[src/rtl/jstk_cursor.sv]
// Turns raw joystick samples into a held direction, move/select pulses and a saturating grid cursor.
// Latency: a sample taken at edge n updates the classifiers at n+1, and dir/cursor/move_pulse at n+2. Buttons act at n+1.
// Backpressure: none. Every sample qualified by jstk_valid is consumed, and outputs are never stalled.
module jstk_cursor #(
  parameter int CENTER       = 512,
  parameter int DEAD         = 200,
  parameter int HYST         = 40,
  parameter int REPEAT_DELAY = 25000000,
  parameter int REPEAT_RATE  = 10000000,
  parameter int GRID_W       = 20,
  parameter int GRID_H       = 15
) (
  input  logic       clk,
  input  logic       rst,
  input  logic [9:0] jstk_x,
  input  logic [9:0] jstk_y,
  input  logic       jstk_valid,
  input  logic       btn_trigger,
  input  logic       btn_jstk,
  output logic [3:0] dir,
  output logic       move_pulse,
  output logic       select_pulse,
  output logic [4:0] cur_x,
  output logic [3:0] cur_y
);

  typedef enum logic [1:0] {AX_CENTER, AX_POS, AX_NEG} axis_e;
  typedef enum logic [1:0] {IDLE, STEP, DELAY, REPEAT} state_e;

  localparam int POS_ON  = CENTER + DEAD;
  localparam int NEG_ON  = CENTER - DEAD;
  localparam int POS_OFF = CENTER + DEAD - HYST;
  localparam int NEG_OFF = CENTER - DEAD + HYST;
  localparam int CNT_MAX = (REPEAT_DELAY > REPEAT_RATE) ? REPEAT_DELAY : REPEAT_RATE;
  localparam int CNT_W   = $clog2(CNT_MAX + 1);
  localparam logic [CNT_W-1:0] DELAY_LOAD = CNT_W'(REPEAT_DELAY - 1);
  localparam logic [CNT_W-1:0] RATE_LOAD  = CNT_W'(REPEAT_RATE - 1);
  localparam logic [4:0] X_MID = 5'(GRID_W / 2);
  localparam logic [4:0] X_MAX = 5'(GRID_W - 1);
  localparam logic [3:0] Y_MID = 4'(GRID_H / 2);
  localparam logic [3:0] Y_MAX = 4'(GRID_H - 1);
  localparam logic [3:0] DIR_UP = 4'b1000;
  localparam logic [3:0] DIR_DN = 4'b0100;
  localparam logic [3:0] DIR_LT = 4'b0010;
  localparam logic [3:0] DIR_RT = 4'b0001;

  // Thresholds are compared as plain integers, so values near 0 or 1023 cannot wrap.
  function automatic axis_e classify(input axis_e st, input logic [9:0] s);
    int    v;
    axis_e nxt;
    v   = int'(s);
    nxt = st;
    case (st)
      AX_CENTER: if (v > POS_ON) nxt = AX_POS; else if (v < NEG_ON) nxt = AX_NEG;
      AX_POS:    if (v < NEG_ON) nxt = AX_NEG; else if (v < POS_OFF) nxt = AX_CENTER;
      AX_NEG:    if (v > POS_ON) nxt = AX_POS; else if (v > NEG_OFF) nxt = AX_CENTER;
      default:   nxt = AX_CENTER;
    endcase
    return nxt;
  endfunction

  function automatic logic [10:0] magnitude(input logic [9:0] s);
    int v;
    v = int'(s);
    return (v >= CENTER) ? 11'(v - CENTER) : 11'(CENTER - v);
  endfunction

  logic             smp_vld_q, smp_vld_d;
  logic [9:0]       smp_x_q, smp_x_d, smp_y_q, smp_y_d;
  logic             smp_trig_q, smp_trig_d, smp_jb_q, smp_jb_d;
  axis_e            cls_x_q, cls_x_d, cls_y_q, cls_y_d;
  logic [10:0]      mag_x_q, mag_x_d, mag_y_q, mag_y_d;
  logic             trig_prev_q, trig_prev_d, jb_prev_q, jb_prev_d;
  logic             select_q, select_d;
  logic [3:0]       dir_q, dir_d;
  state_e           state_q, state_d;
  logic [CNT_W-1:0] cnt_q, cnt_d;
  logic [4:0]       cur_x_q, cur_x_d;
  logic [3:0]       cur_y_q, cur_y_d;
  logic             move_q, move_d;
  logic             recentre, step;
  logic [3:0]       x_dir, y_dir;

  // Stage 1: capture the qualified sample and button levels.
  always_comb begin
    smp_vld_d  = jstk_valid;
    smp_x_d    = jstk_valid ? jstk_x      : smp_x_q;
    smp_y_d    = jstk_valid ? jstk_y      : smp_y_q;
    smp_trig_d = jstk_valid ? btn_trigger : smp_trig_q;
    smp_jb_d   = jstk_valid ? btn_jstk    : smp_jb_q;
  end

  // Stage 2: classifiers, magnitudes from the same sample, and button edge detection.
  always_comb begin
    cls_x_d     = smp_vld_q ? classify(cls_x_q, smp_x_q) : cls_x_q;
    cls_y_d     = smp_vld_q ? classify(cls_y_q, smp_y_q) : cls_y_q;
    mag_x_d     = smp_vld_q ? magnitude(smp_x_q) : mag_x_q;
    mag_y_d     = smp_vld_q ? magnitude(smp_y_q) : mag_y_q;
    trig_prev_d = smp_vld_q ? smp_trig_q : trig_prev_q;
    jb_prev_d   = smp_vld_q ? smp_jb_q : jb_prev_q;
    select_d    = smp_vld_q & smp_trig_q & ~trig_prev_q;
    recentre    = smp_vld_q & smp_jb_q & ~jb_prev_q;
  end

  // Dominant axis: the larger deflection wins, and Y wins ties.
  always_comb begin
    x_dir = (cls_x_q == AX_POS) ? DIR_RT : (cls_x_q == AX_NEG) ? DIR_LT : 4'd0;
    y_dir = (cls_y_q == AX_POS) ? DIR_UP : (cls_y_q == AX_NEG) ? DIR_DN : 4'd0;
    if (y_dir != 4'd0 && (x_dir == 4'd0 || mag_y_q >= mag_x_q)) dir_d = y_dir;
    else dir_d = x_dir;
  end

  // Repeat FSM. A new direction steps immediately; held directions step on counter expiry.
  always_comb begin
    state_d = state_q;
    cnt_d   = cnt_q;
    step    = 1'b0;
    if (dir_d == 4'd0) begin
      state_d = IDLE;
      cnt_d   = '0;
    end else if (dir_d != dir_q) begin
      step    = 1'b1;
      state_d = STEP;
      cnt_d   = DELAY_LOAD;
    end else begin
      case (state_q)
        STEP, DELAY: begin
          if (cnt_q == '0) begin
            step    = 1'b1;
            state_d = REPEAT;
            cnt_d   = RATE_LOAD;
          end else begin
            state_d = DELAY;
            cnt_d   = cnt_q - CNT_W'(1);
          end
        end
        REPEAT: begin
          if (cnt_q == '0) begin
            step  = 1'b1;
            cnt_d = RATE_LOAD;
          end else begin
            cnt_d = cnt_q - CNT_W'(1);
          end
        end
        default: state_d = IDLE;
      endcase
    end
  end

  // Cursor update. Recentre overrides a step, moves saturate, and move_pulse flags a real change.
  always_comb begin
    cur_x_d = cur_x_q;
    cur_y_d = cur_y_q;
    if (recentre) begin
      cur_x_d = X_MID;
      cur_y_d = Y_MID;
    end else if (step) begin
      case (dir_d)
        DIR_UP:  if (cur_y_q != 4'd0)  cur_y_d = cur_y_q - 4'd1;
        DIR_DN:  if (cur_y_q != Y_MAX) cur_y_d = cur_y_q + 4'd1;
        DIR_LT:  if (cur_x_q != 5'd0)  cur_x_d = cur_x_q - 5'd1;
        DIR_RT:  if (cur_x_q != X_MAX) cur_x_d = cur_x_q + 5'd1;
        default: ;
      endcase
    end
    move_d = (cur_x_d != cur_x_q) || (cur_y_d != cur_y_q);
  end

  // State registers. Reset abandons any repeat in progress.
  always_ff @(posedge clk or negedge rst) begin
    if (!rst) begin
      smp_vld_q   <= 1'b0;
      smp_x_q     <= '0;
      smp_y_q     <= '0;
      smp_trig_q  <= 1'b0;
      smp_jb_q    <= 1'b0;
      cls_x_q     <= AX_CENTER;
      cls_y_q     <= AX_CENTER;
      mag_x_q     <= '0;
      mag_y_q     <= '0;
      trig_prev_q <= 1'b0;
      jb_prev_q   <= 1'b0;
      select_q    <= 1'b0;
      dir_q       <= '0;
      state_q     <= IDLE;
      cnt_q       <= '0;
      cur_x_q     <= X_MID;
      cur_y_q     <= Y_MID;
      move_q      <= 1'b0;
    end else begin
      smp_vld_q   <= smp_vld_d;
      smp_x_q     <= smp_x_d;
      smp_y_q     <= smp_y_d;
      smp_trig_q  <= smp_trig_d;
      smp_jb_q    <= smp_jb_d;
      cls_x_q     <= cls_x_d;
      cls_y_q     <= cls_y_d;
      mag_x_q     <= mag_x_d;
      mag_y_q     <= mag_y_d;
      trig_prev_q <= trig_prev_d;
      jb_prev_q   <= jb_prev_d;
      select_q    <= select_d;
      dir_q       <= dir_d;
      state_q     <= state_d;
      cnt_q       <= cnt_d;
      cur_x_q     <= cur_x_d;
      cur_y_q     <= cur_y_d;
      move_q      <= move_d;
    end
  end

  assign dir          = dir_q;
  assign move_pulse   = move_q;
  assign select_pulse = select_q;
  assign cur_x        = cur_x_q;
  assign cur_y        = cur_y_q;

endmodule

[config.mk]
export PLATFORM = sky130hd
export DESIGN_NAME = jstk_cursor
export DESIGN_NICKNAME = d
export VERILOG_FILES = /design/src/rtl/jstk_cursor.sv
export SDC_FILE = /design/constraint.sdc
export NUM_CORES = 1
export LEC_CHECK = 0
export CORE_MARGIN = 2
export CORE_UTILIZATION = 60
export DETAILED_ROUTE_END_ITERATION = 8
export GPL_TIMING_DRIVEN = 0
export HOLD_SLACK_MARGIN = 0.06
export PLACE_DENSITY = 0.91
export SYNTH_ARGS = -nofsm -noshare
export SYNTH_HDL_FRONTEND = slang
export SYNTH_SLANG_ARGS = --single-unit
export TNS_END_PERCENT = 10
[constraint.sdc]
create_clock -name clk -period 3.1 [get_ports clk]
set_input_delay 0.62 -clock clk [delete_from_list [all_inputs] [get_ports clk]]
set_output_delay 0.62 -clock clk [all_outputs]
set_load 0.05 [all_outputs]
# Word-level counts from Yosys, hierarchy flattened
# Cells that the tools add are included.
# op_classes
n_addsub	9
n_mul	0
div_mod_pow	0
magnitude_cmp	11
eq_ne	23
shift	0
muxes	43
bitwise_logic	6
reduce_logical	16
# ops
cell	count
25-bit two-way mux	4
2-bit two-way mux	16
25-bit zero test	1
25-bit by 1-bit subtractor with 25-bit output, second input constant	1
4-bit two-way mux	6
11-bit two-way mux	2
10-bit by 10-bit subtractor with 11-bit output, first input constant	2
10-bit by 10-bit subtractor with 11-bit output, second input constant	2
3-bit != test, second input constant	7
10-bit greater-or-equal comparator, second input constant	2
10-bit > comparator, second input constant	2
10-bit by 9-bit > comparator with 1-bit output, second input constant	2
10-bit < comparator, second input constant	2
10-bit by 9-bit < comparator with 1-bit output, second input constant	2
5-bit two-way mux	4
2-bit case mux with 3 select lines	2
11-bit greater-or-equal comparator	1
5-bit case mux with 2 select lines	1
2-bit equality test, second input constant	4
4-bit zero test	2
4-bit != test	2
4-bit case mux with 2 select lines	1
4-bit AND reduction	2
4-bit nonzero test	2
24 further kinds	36
# totals
reg_bits	93
latchBits	0
ram_bits	0
mem_bits_ro	0
input_bits	25
out_inout_bits	15
word_cells	126
memories	0

# Longest topological paths before layout
# Gate-level depths: netlist of the first run.
# logic_depth
word_depth	14
mapped_depth	12
mapped_depth_nobuf	10

# Worst setup path before layout of the first run
# OpenSTA, ideal clock, no wires.
# synth_timing
kind	register to register
start	register dir_q[1], in the netlist dir[1]
end	register move_q, in the netlist move_pulse
setup_ps	139
arrival_time_ps	2714
required_ps	2961
slack_ps	248
stages_incl_launch_ff	9
n_path_buf	0
period_less_slack_ps	2852
cell_sequence	dfrtp_1 -> inv_1 -> a2111oi_4 -> nor2_1 -> or3_4 -> nor4bb_4 -> nand3b_4 -> a21oi_1 -> or4_1
# synth_via
elab_chain_len	7
elab_cells_between_ends	10
classes_between	3 x eq/ne; 6 x mux; 1 x reduce/logical
# synth_lines
item	line	source
from (decl)	75	logic [3:0] dir_q, dir_d;
from (signal assigned)	203	dir_q <= dir_d;
4-bit != test (*)	121	end else if (dir_d != dir_q) begin
1-bit two-way mux (*)	121	
1-bit two-way mux (*)	118	if (dir_d == 4'd0) begin
5-bit two-way mux or 4-bit two-way mux (tied branches)	157	end else if (step) begin
5-bit two-way mux or 4-bit two-way mux (tied branches)	154	if (recentre) begin
5-bit != test or 4-bit != test (tied branches)	166	move_d = (cur_x_d != cur_x_q) || (cur_y_d != cur_y_q);
1-bit logical OR (*)	166	
via move_d	80	logic move_q, move_d;
to (signal assigned)	208	move_q <= move_d;
to (decl)	80	
# Mark *: on every way through the listed nets, which the timed path passes. The rest lies on a longest branch.
# A chain may end at the register's enable or synchronous reset.

# Worst setup path in the final report of the first run
# layout_timing
start	register cls_x_q[1]
end	register move_q, in the netlist move_pulse
# layout_via
elab_chain_len	14
elab_cells_between_ends	25
classes_between	9 x eq/ne; 11 x mux; 5 x reduce/logical
# layout_lines
item	line	source
from (decl)	71	axis_e cls_x_q, cls_x_d, cls_y_q, cls_y_d;
from (signal assigned)	196	cls_x_q <= cls_x_d;
2-bit equality test	107	x_dir = (cls_x_q == AX_POS) ? DIR_RT : (cls_x_q == AX_NEG) ? DIR_LT : 4'd0;
2-bit two-way mux	107	
2-bit two-way mux (*)	107	
4-bit zero test	109	if (y_dir != 4'd0 && (x_dir == 4'd0 || mag_y_q >= mag_x_q)) dir_d = y_dir;
1-bit logical OR	109	
1-bit logical AND	109	
4-bit two-way mux (*)	109	
4-bit != test	121	
1-bit two-way mux	121	
1-bit two-way mux	118	
5-bit two-way mux or 4-bit two-way mux (tied branches)	157	
5-bit two-way mux or 4-bit two-way mux (tied branches)	154	
5-bit != test or 4-bit != test (tied branches)	166	
1-bit logical OR (*)	166	
via move_d	80	
# Marked as above.

==> flow_summary.ini, run 1 <==
[cts]
cts_buffers = 9
hold_buffers = 0
cts_sinks = 93
clockRootBuffer = clkbuf_8
clk_pin_slew_ps = 100
clk_latency_ps = 380
cts_tree = built
cts_buffer_depth = 2
htree_levels = 3

[route]
wl_per_cell_um = 15.6
drt_first_pass_iters = 5
vias = 4930
ant_nets = 0
drt_iter0_markers = 273
drt-total-wl_mm = 13.2
drc = 0
post_drt_via_cell_ratio = 5.84

[logic_synthesis]
async_flop_share_pct = 100
synth_cell_types = 72
synthesis.nets = 701
seq_area_frac_synth_pct = 40.3
netlist_instances = 644
synth_edf_count = 0
avgSynthCellArea_um2 = 9.00
ys_seq_elements = 93
synthFlopType = dfrtp_1
yosys_warnings = 0
synthesis.area_um2 = 5790

[global_route]
grt_max_degree = 53
grt_pass1_wl_mm = 22.1
antenna_found_initial = 0
grt.overflow.total = 0
grt_pass1_vias = 4806
grt_use_total_pct = 26.9

[floorplan]
initial_core_util_pct = 62.4
die_width_um = 102
die_h_um = 102
io_pins = 40
fp.dieArea_um2 = 10500
fp-row-count = 35
core-area_um2 = 9280

[power_and_ir_drop]
powerDensity_nw_per_um2 = 950
leakagePower_uw = 0.00285
ir_drop_mv = 0.513

[timing]
period_needed_ps = 3010
clock_skew_ps = 15.3
period_share_pct = 97.2
tightest_slew_ps = 588
setup-violations-final = 0
fmax_ghz = 0.332
hold_viol = 0
drv_slew = 0
max_slew_margin_pct = 60.8

[setup_path]
cp_max_fo = 8
critical_path_class = register to register
crit_path_end_kind = register
start_kind = register
arrival_ps = 3260
worstPathRequired_ps = 3350

[cells_and_area]
regArea_um2 = 2330
antenna_cells = 0
syn_to_final_growth_pct = 16.0
fill_cells = 653
final_core_util_pct = 72.4
multi_input_area_um2 = 3240
nets = 767
drive_gt1_share_pct = 12.4
fin_cells = 844

[place]
placed_cells = 813
gp_congestion = 0.908
post-dp-hpwl_mm = 9.13
port_buffers = 39

[run_status]
outcome = complete, no violations

[min_path]
min_path_type = input port to asynchronous set/reset pin

[flow_run]
maxCapViolCount = 0
logic make-up after synthesis:
logic type | synth area share (%)
AOI/OAI and AO/OA | 15.9
xor gates and xnor gates | 4.08
adders and majority gates | 6.91
buffers and inverters | 4.62
DFF | 40.3
muxes | 5.53
and+or+nand+nor | 22.6
worst paths after layout:
path                             start           end  slack [ps]  cells past startpoint
max                         cls_x_q[1]    move_pulse          90                      9
max in group asynchronous          rst      cur_x[1]        2180                      2
min in group clk           trig_prev_q  select_pulse         430                      1
min reg2reg                trig_prev_q  select_pulse         430                      1
max reg2reg                 cls_x_q[1]    move_pulse          90                      9
min                                rst      cnt_q[6]         220                      1
metal layers:
layer | vias up | global-route usage, % | routed length, um
met5 | - | 0 | 0
met4 | 0 | 10.6 | 230
met3 | 25 | 5.47 | 611
met2 | 168 | 47.0 | 6760
met1 | 2348 | 32.6 | 5610
li1 | 2389 | - | -
cells in the mapped netlist (12+ instances only):
| cell type | number | area [um^2] |
|---|---|---|
| a21oi_1 | 56 | 280 |
| inv_1 | 40 | 150 |
| nor3_1 | 27 | 135 |
| nand2_1 | 54 | 203 |
| xnor2_1 | 18 | 158 |
| nor2_1 | 74 | 278 |
| a31oi_1 | 13 | 81.3 |
| clkbuf_1 | 23 | 86.3 |
| o21ai_0 | 35 | 175 |
| mux2_2 | 24 | 270 |
| nor2b_1 | 12 | 75.1 |
| ha_1 | 32 | 400 |
| dfrtp_1 | 88 | 2200 |
| nand3_1 | 16 | 80.1 |
report_power, final:
part	internal, uW	leakage [uW]	total [uW]	switching (uW)
logic	1570	0.00161	3740	2170
registers	1540	0.00115	1860	319
clock network	324	0.0000922	787	463
total	3430	0.00285	6390	2960
layout make-up:
type	count	share of cell area [%]
multi-input combinational	482	48.1
sequential	93	34.7
timing repair buffer	58	8.19
tap	129	2.40
inverter	40	2.23
clock buffer	11	2.10
buffer	26	1.60
clock inverter	5	0.614
critical path, stage by stage (launching register included):
cell	delay, ps
dfrtp_1	420
buf_4	160
ha_4	180
a2111oi_4	390
nor2_1	70
or3_4	390
nor4bb_4	450
nand3b_4	250
a21oi_1	50
or4_1	510
cells in the final DEF, fill, tap and decap left out, types with 20 or more instances in the layout:
| cell type | n |
|---|---|
| mux2_2 | 24 |
| clkdlybuf4s50_1 | 38 |
| ha_1 | 31 |
| nor2_1 | 74 |
| inv_1 | 39 |
| dfrtp_1 | 88 |
| clkbuf_1 | 20 |
| o21ai_0 | 35 |
| a21oi_1 | 56 |
| nor3_1 | 27 |
| nand2_1 | 53 |
through the flow:
stage / hold WS, ps / setup slack [ps] / power [uW] / instance area (um^2) / TNS [ps]
after floorplan: 324 / 248 / 4330 / 5790 / 0
after global routing: 258 / -4.27 / 6830 / 6720 / -6.34
after global placement: 418 / -1880 / 5040 / 6340 / -168990
final: 217 / 86.4 / 6390 / 6720 / 0
after CTS: 231 / 14.7 / 5970 / 6560 / 0
after detailed placement: 424 / 21.6 / 5160 / 6370 / 0
registers in the layout, summed over array words and instances, names as in the netlist, 2 cells and up:
signal   count
cnt_q       25
mag_x_q     11
mag_y_q     11
smp_x_q     10
smp_y_q     10
cur_x        5
cur_y        4
dir          4
cls_x_q      2
cls_y_q      2
state_q      2
repair_timing:
action	CTS	global route
resized for setup	1	10
pin swaps	0	7
setup buffers	0	18
endpoints found under the hold margin	0	0
endpoints found under the setup margin	3	6
(Power assumes the default switching activity.)
==> run 2: changes to the inputs <==
--- a/config.mk
+++ b/config.mk
@@ -5,10 +5,12 @@
 export SDC_FILE = /design/constraint.sdc
 export NUM_CORES = 1
 export LEC_CHECK = 0
+export ABC_AREA = 0
 export CORE_MARGIN = 2
 export CORE_UTILIZATION = 60
+export CTS_CLUSTER_DIAMETER = 80
 export DETAILED_ROUTE_END_ITERATION = 8
-export GPL_TIMING_DRIVEN = 0
+export GPL_TIMING_DRIVEN = 1
 export HOLD_SLACK_MARGIN = 0.06
 export PLACE_DENSITY = 0.91
 export SYNTH_ARGS = -nofsm -noshare
==> run 2 against run 1 <==
Against the previous run: count of clock-buffer cells in the layout is 1 lower; sequential power is 3% higher; worst hold slack gained 210 ps; global-route usage decreased by 1.8 points; sequential share of layout area up 0.66 points; die area unchanged; clock power grew 13%; critical path type unchanged; largest cell class unchanged; largest power group unchanged.
==> flow_summary.ini, run 2 (synthesis results as in run 1) <==
[setup_path]
start_kind = register
arrival_ps = 3170
cp_max_fo = 13
slowest_stage = or4_1
rr_startpoint = cls_x_q[0]
critical_path.startpoint = cls_x_q[0]
worstPathRequired_ps = 3340
max_stage_delay_ps = 510
crit_chain = inv_1 -> ha_1 -> a2111oi_4 -> nor2_1 -> or3_4 -> nor4bb_4 -> buf_6 -> a211o_1 -> a311oi_1 -> or4_1
crit_path_end_kind = register
critical_path_class = register to register

[cells_and_area]
largest_reg_flops = 25
fin_cells = 818
final_cell_mix = dfrtp_1, nor2_1, a21oi_1, nand2_1, inv_1
final_core_util_pct = 71.1
antenna_cells = 0
fill_cells = 685
final_common_cell = dfrtp_1
reg.largest.list = cnt_q x25, mag_x_q x11, mag_y_q x11
regMostFlops = cnt_q
nets = 743
drive_gt1_share_pct = 11.9
syn_to_final_growth_pct = 13.9

[floorplan]
core-area_um2 = 9280
die_width_um = 102
fp.dieArea_um2 = 10500
io_pins = 40
fp-row-count = 35
die_h_um = 102
initial_core_util_pct = 62.4

[route]
drt_first_pass_iters = 5
post_drt_via_cell_ratio = 5.90
ant_nets = 0
drt_iter0_markers = 252
wl_per_cell_um = 15.3
drc = 0
vias = 4827
drt-total-wl_mm = 12.5

[timing]
clock_skew_ps = 12.0
period_needed_ps = 2930
tightest_slew_ps = 1140
setup-violations-final = 0
period_share_pct = 94.4
fin_tns_setup_ps = 0
fmax_ghz = 0.342
hold_viol = 0
max_slew_margin_pct = 24.0
drv_slew = 0

[power_and_ir_drop]
swShare_pct = 44.8
clockPowerShare_pct = 14.2
ir_drop_mv = 0.476
leakagePower_uw = 0.00283
p_int_uw = 3470
switchingPower_uw = 2820
pwr-share-seq_pct = 30.5
share_comb_of_total_power_pct = 55.4
powerDensity_nw_per_um2 = 954
power_uw = 6290

[cts]
cts_buffer_depth = 2
cts_buffers = 9
hold_buffers = 0
clk_pin_slew_ps = 90
htree_levels = 3
cts_sinks = 93
cts_tree = built
clk_latency_ps = 360
clockRootBuffer = clkbuf_8

[place]
placed_cells = 799
port_buffers = 39
gp_congestion = 0.831
post-dp-hpwl_mm = 8.76

[global_route]
grt_pass1_vias = 4781
grt.overflow.total = 0
antenna_found_initial = 0
grt_use_total_pct = 25.1
grt_pass1_wl_mm = 21.1
grt_max_degree = 92

[flow_run]
maxCapViolCount = 0

[run_status]
outcome = complete, no violations

[min_path]
min_path_type = input port to asynchronous set/reset pin
## run 2: per-stage QoR
step	setup slack [ps]	area [um^2]	hold slack (ps)
6_report	173	6600	428
5_1_grt	-10.4	6600	445
4_1_cts	146	6560	430
3_5_place_dp	161	6340	416
3_3_place_gp	259	6340	415
2_1_floorplan	248	5790	324
## run 2: cell type report
class                           instances  area, um^2  share of cell area (%)
Multi-Input combinational cell        482        3190                    48.4
Clock inverter                          4        73.8                    1.12
Timing Repair Buffer                   60         549                    8.33
Inverter                               40         150                    2.28
Sequential cell                        93        2330                    35.4
Clock buffer                           10         138                    2.09
Tap cell                              129         161                    2.45
## run 2: repair_timing
item	CTS	global route
setup buffers	0	5
gates resized for setup	0	1
setup endpoints to repair	0	1
## run 2: path summary, 6_finish.rpt
path	end	slack [ps]	cells past startpoint
worst max-delay path	move_pulse	170	10
worst min-delay path	cur_x[2]	430	1
worst max register to register	move_pulse	170	10
worst min register to register	select_pulse	430	1
max in group asynchronous	cur_y[0]	1890	2
min in group clk	select_pulse	430	1
## run 2: power by group through the flow
| stage | combinational (uW) | clock [uW] | sequential (uW) |
|---|---|---|---|
| floorplan | 2310 | 0 | 2020 |
| global placement | 3160 | 0 | 1910 |
| detailed placement | 3280 | 0 | 1930 |
| CTS | 3310 | 899 | 1910 |
| global route | 3840 | 947 | 1960 |
| finish | 3490 | 891 | 1920 |
## run 2: per-layer routing
metal	global-route usage (%)	part of all wire, %
met1	31.0	41
met2	44.7	52
met3	3.69	4.7
met4	9.33	1.9
met5	0	0
## run 2: worst max-delay path, delay by kind of cell (launching register included)
family | cells | cell delay, ps
AND/OR/NAND/NOR | 4 | 1240
AO/OA/AOI/OAI | 3 | 620
flip-flops | 1 | 410
buffers and inverters | 2 | 280
adder cells (fa/ha/maj) | 1 | 250
==> run 3: changes to the inputs <==
--- a/config.mk
+++ b/config.mk
@@ -12,7 +12,7 @@
 export DETAILED_ROUTE_END_ITERATION = 8
 export GPL_TIMING_DRIVEN = 1
 export HOLD_SLACK_MARGIN = 0.06
-export PLACE_DENSITY = 0.91
+export PLACE_DENSITY = 0.85
 export SYNTH_ARGS = -nofsm -noshare
 export SYNTH_HDL_FRONTEND = slang
 export SYNTH_SLANG_ARGS = --single-unit
==> run 3 against run 2 <==
Against the previous run: sequential share of layout area is 0.20 points higher; worst hold slack better by 0.70 ps; combinational power is 2% lower; die area stayed put; via count is 1.0% higher.
==> flow_summary.ini, run 3 (synthesis results as in run 1) <==
[timing]
drv_slew = 0
clock_skew_ps = 12.1
period_needed_ps = 2950
setup-violations-final = 0
holdWs_ps = 428
fmax_ghz = 0.339
period_share_pct = 95.3
hold_viol = 0
max_slew_margin_pct = 22.4
tightest_slew_ps = 1160

[power_and_ir_drop]
ir_drop_mv = 0.427
switchingPower_uw = 2810
share_comb_of_total_power_pct = 55.7
leakagePower_uw = 0.00280
clockPowerShare_pct = 13.2
swShare_pct = 45.7
powerDensity_nw_per_um2 = 939
p_int_uw = 3350
pwr-share-seq_pct = 31.2

[cells_and_area]
fill_cells = 719
antenna_cells = 0
regMostFlops = cnt_q
final_cell_mix = dfrtp_1, nor2_1, a21oi_1, nand2_1, inv_1
syn_to_final_growth_pct = 13.3
drive_gt1_share_pct = 11.6
reg.largest.list = cnt_q x25, mag_x_q x11, mag_y_q x11
final_core_util_pct = 70.7
largest_reg_flops = 25
final_common_cell = dfrtp_1
nets = 741

[cts]
cts_sinks = 93
cts_buffer_depth = 2
clockRootBuffer = clkbuf_8
clk_pin_slew_ps = 90
cts_tree = built
hold_buffers = 0
htree_levels = 3
clk_latency_ps = 360
cts_buffers = 9

[min_path]
worstHoldStart = trig_prev_q
hold_path_depth = 1
min_path_type = register to register
hold_end = select_pulse

[global_route]
grt.overflow.total = 0
grt_use_total_pct = 25.9
grt_pass1_vias = 4796
antenna_found_initial = 0
grt_max_degree = 94
grt_pass1_wl_mm = 21.6

[floorplan]
io_pins = 40
core-area_um2 = 9280
fp-row-count = 35
die_h_um = 102
initial_core_util_pct = 62.4
die_width_um = 102
fp.dieArea_um2 = 10500

[route]
drt-total-wl_mm = 12.5
vias = 4877
post_drt_via_cell_ratio = 5.96
drc = 0
drt_first_pass_iters = 5
wl_per_cell_um = 15.3
drt_iter0_markers = 300
ant_nets = 0

[setup_path]
arrival_ps = 3190
rr_startpoint = cls_x_q[1]
r2r-end = move_pulse
critical_path_class = register to register
cp_max_fo = 13
r2r_cells = 11
r2r_slack_ps = 150
crit_path_end_kind = register
start_kind = register
worstPathRequired_ps = 3340

[flow_run]
maxCapViolCount = 0

[place]
post-dp-hpwl_mm = 8.77
port_buffers = 39
gp_congestion = 0.969

[run_status]
outcome = complete, no violations
run 3: changes by cell type in the layout (fill, tap and decap cells not counted):
cell / delta
clkbuf_1: +2
clkbuf_8: -1
buf_4: -2
clkinv_4: -1
clkinvlp_4: +2
inv_6: +1
bufinv_16: -1
run 3: worst max-delay path by stage:
| stage | endpoint | depth (start not counted) | from |
|---|---|---|---|
| finish | move_pulse | 11 | cls_x_q[1] |
| global route | move_pulse | 11 | cls_x_q[1] |
| CTS | move_pulse | 11 | cls_x_q[1] |
| detailed placement | move_pulse | 11 | cls_x_q[1] |
| global placement | move_pulse | 11 | cls_x_q[1] |
| floorplan | move_pulse | 8 | dir[1] |
run 3: routing by layer:
layer | track usage [%] | wire (um) | vias up | part of all wire, %
met5 | 0 | 0 | - | 0
met4 | 11.1 | 304 | 0 | 2.4
met3 | 3.76 | 608 | 32 | 4.9
met2 | 43.8 | 6420 | 162 | 51
met1 | 33.3 | 5200 | 2344 | 41
li1 | - | - | 2339 | -
run 3: worst max-delay path, cell delays in order, from the launching register on:
cell and delay, ps:
dfrtp_1 410, inv_1 80, ha_1 190, and2b_1 190, a2111oi_4 280, nor2_1 70, or3_4 360, nor4bb_4 300
buf_6 180, a211o_1 190, a311oi_1 70, or4_1 520
run 3: per-stage QoR:
step / cell area, um^2 / total power, uW / cells / setup TNS, ps / setup slack (ps)
after global routing: 6560 / 6600 / 818 / -9.19 / -9.19
after global placement: 6320 / 5030 / 796 / 0 / 243
after floorplan: 5790 / 4330 / 644 / 0 / 248
after detailed placement: 6320 / 5190 / 796 / 0 / 104
after CTS: 6510 / 6020 / 812 / 0 / 75.5
final: 6560 / 6160 / 818 / 0 / 147
run 3: cell type report:
type | count | area (um^2) | share of cell area, %
inverters | 40 | 150 | 2.29
flip-flops and latches | 93 | 2330 | 35.6
clock buffers | 11 | 131 | 2.00
repair buffers | 58 | 534 | 8.14
multi-input cells | 482 | 3190 | 48.6
clock inverters | 5 | 58.8 | 0.896
well taps | 129 | 161 | 2.46
run 3: power by group through the flow:
| stage | sequential [uW] | combinational [uW] | clock (uW) |
|---|---|---|---|
| after floorplan | 2020 | 2310 | 0 |
| after global placement | 1910 | 3120 | 0 |
| after detailed placement | 1930 | 3260 | 0 |
| after CTS | 1910 | 3280 | 824 |
| after global routing | 1960 | 3760 | 875 |
| final | 1920 | 3430 | 810 |
run 3: what timing repair did:
item,CTS,global route
buffers inserted,0,6
gates resized for setup,0,1
endpoints found under the setup margin,0,1
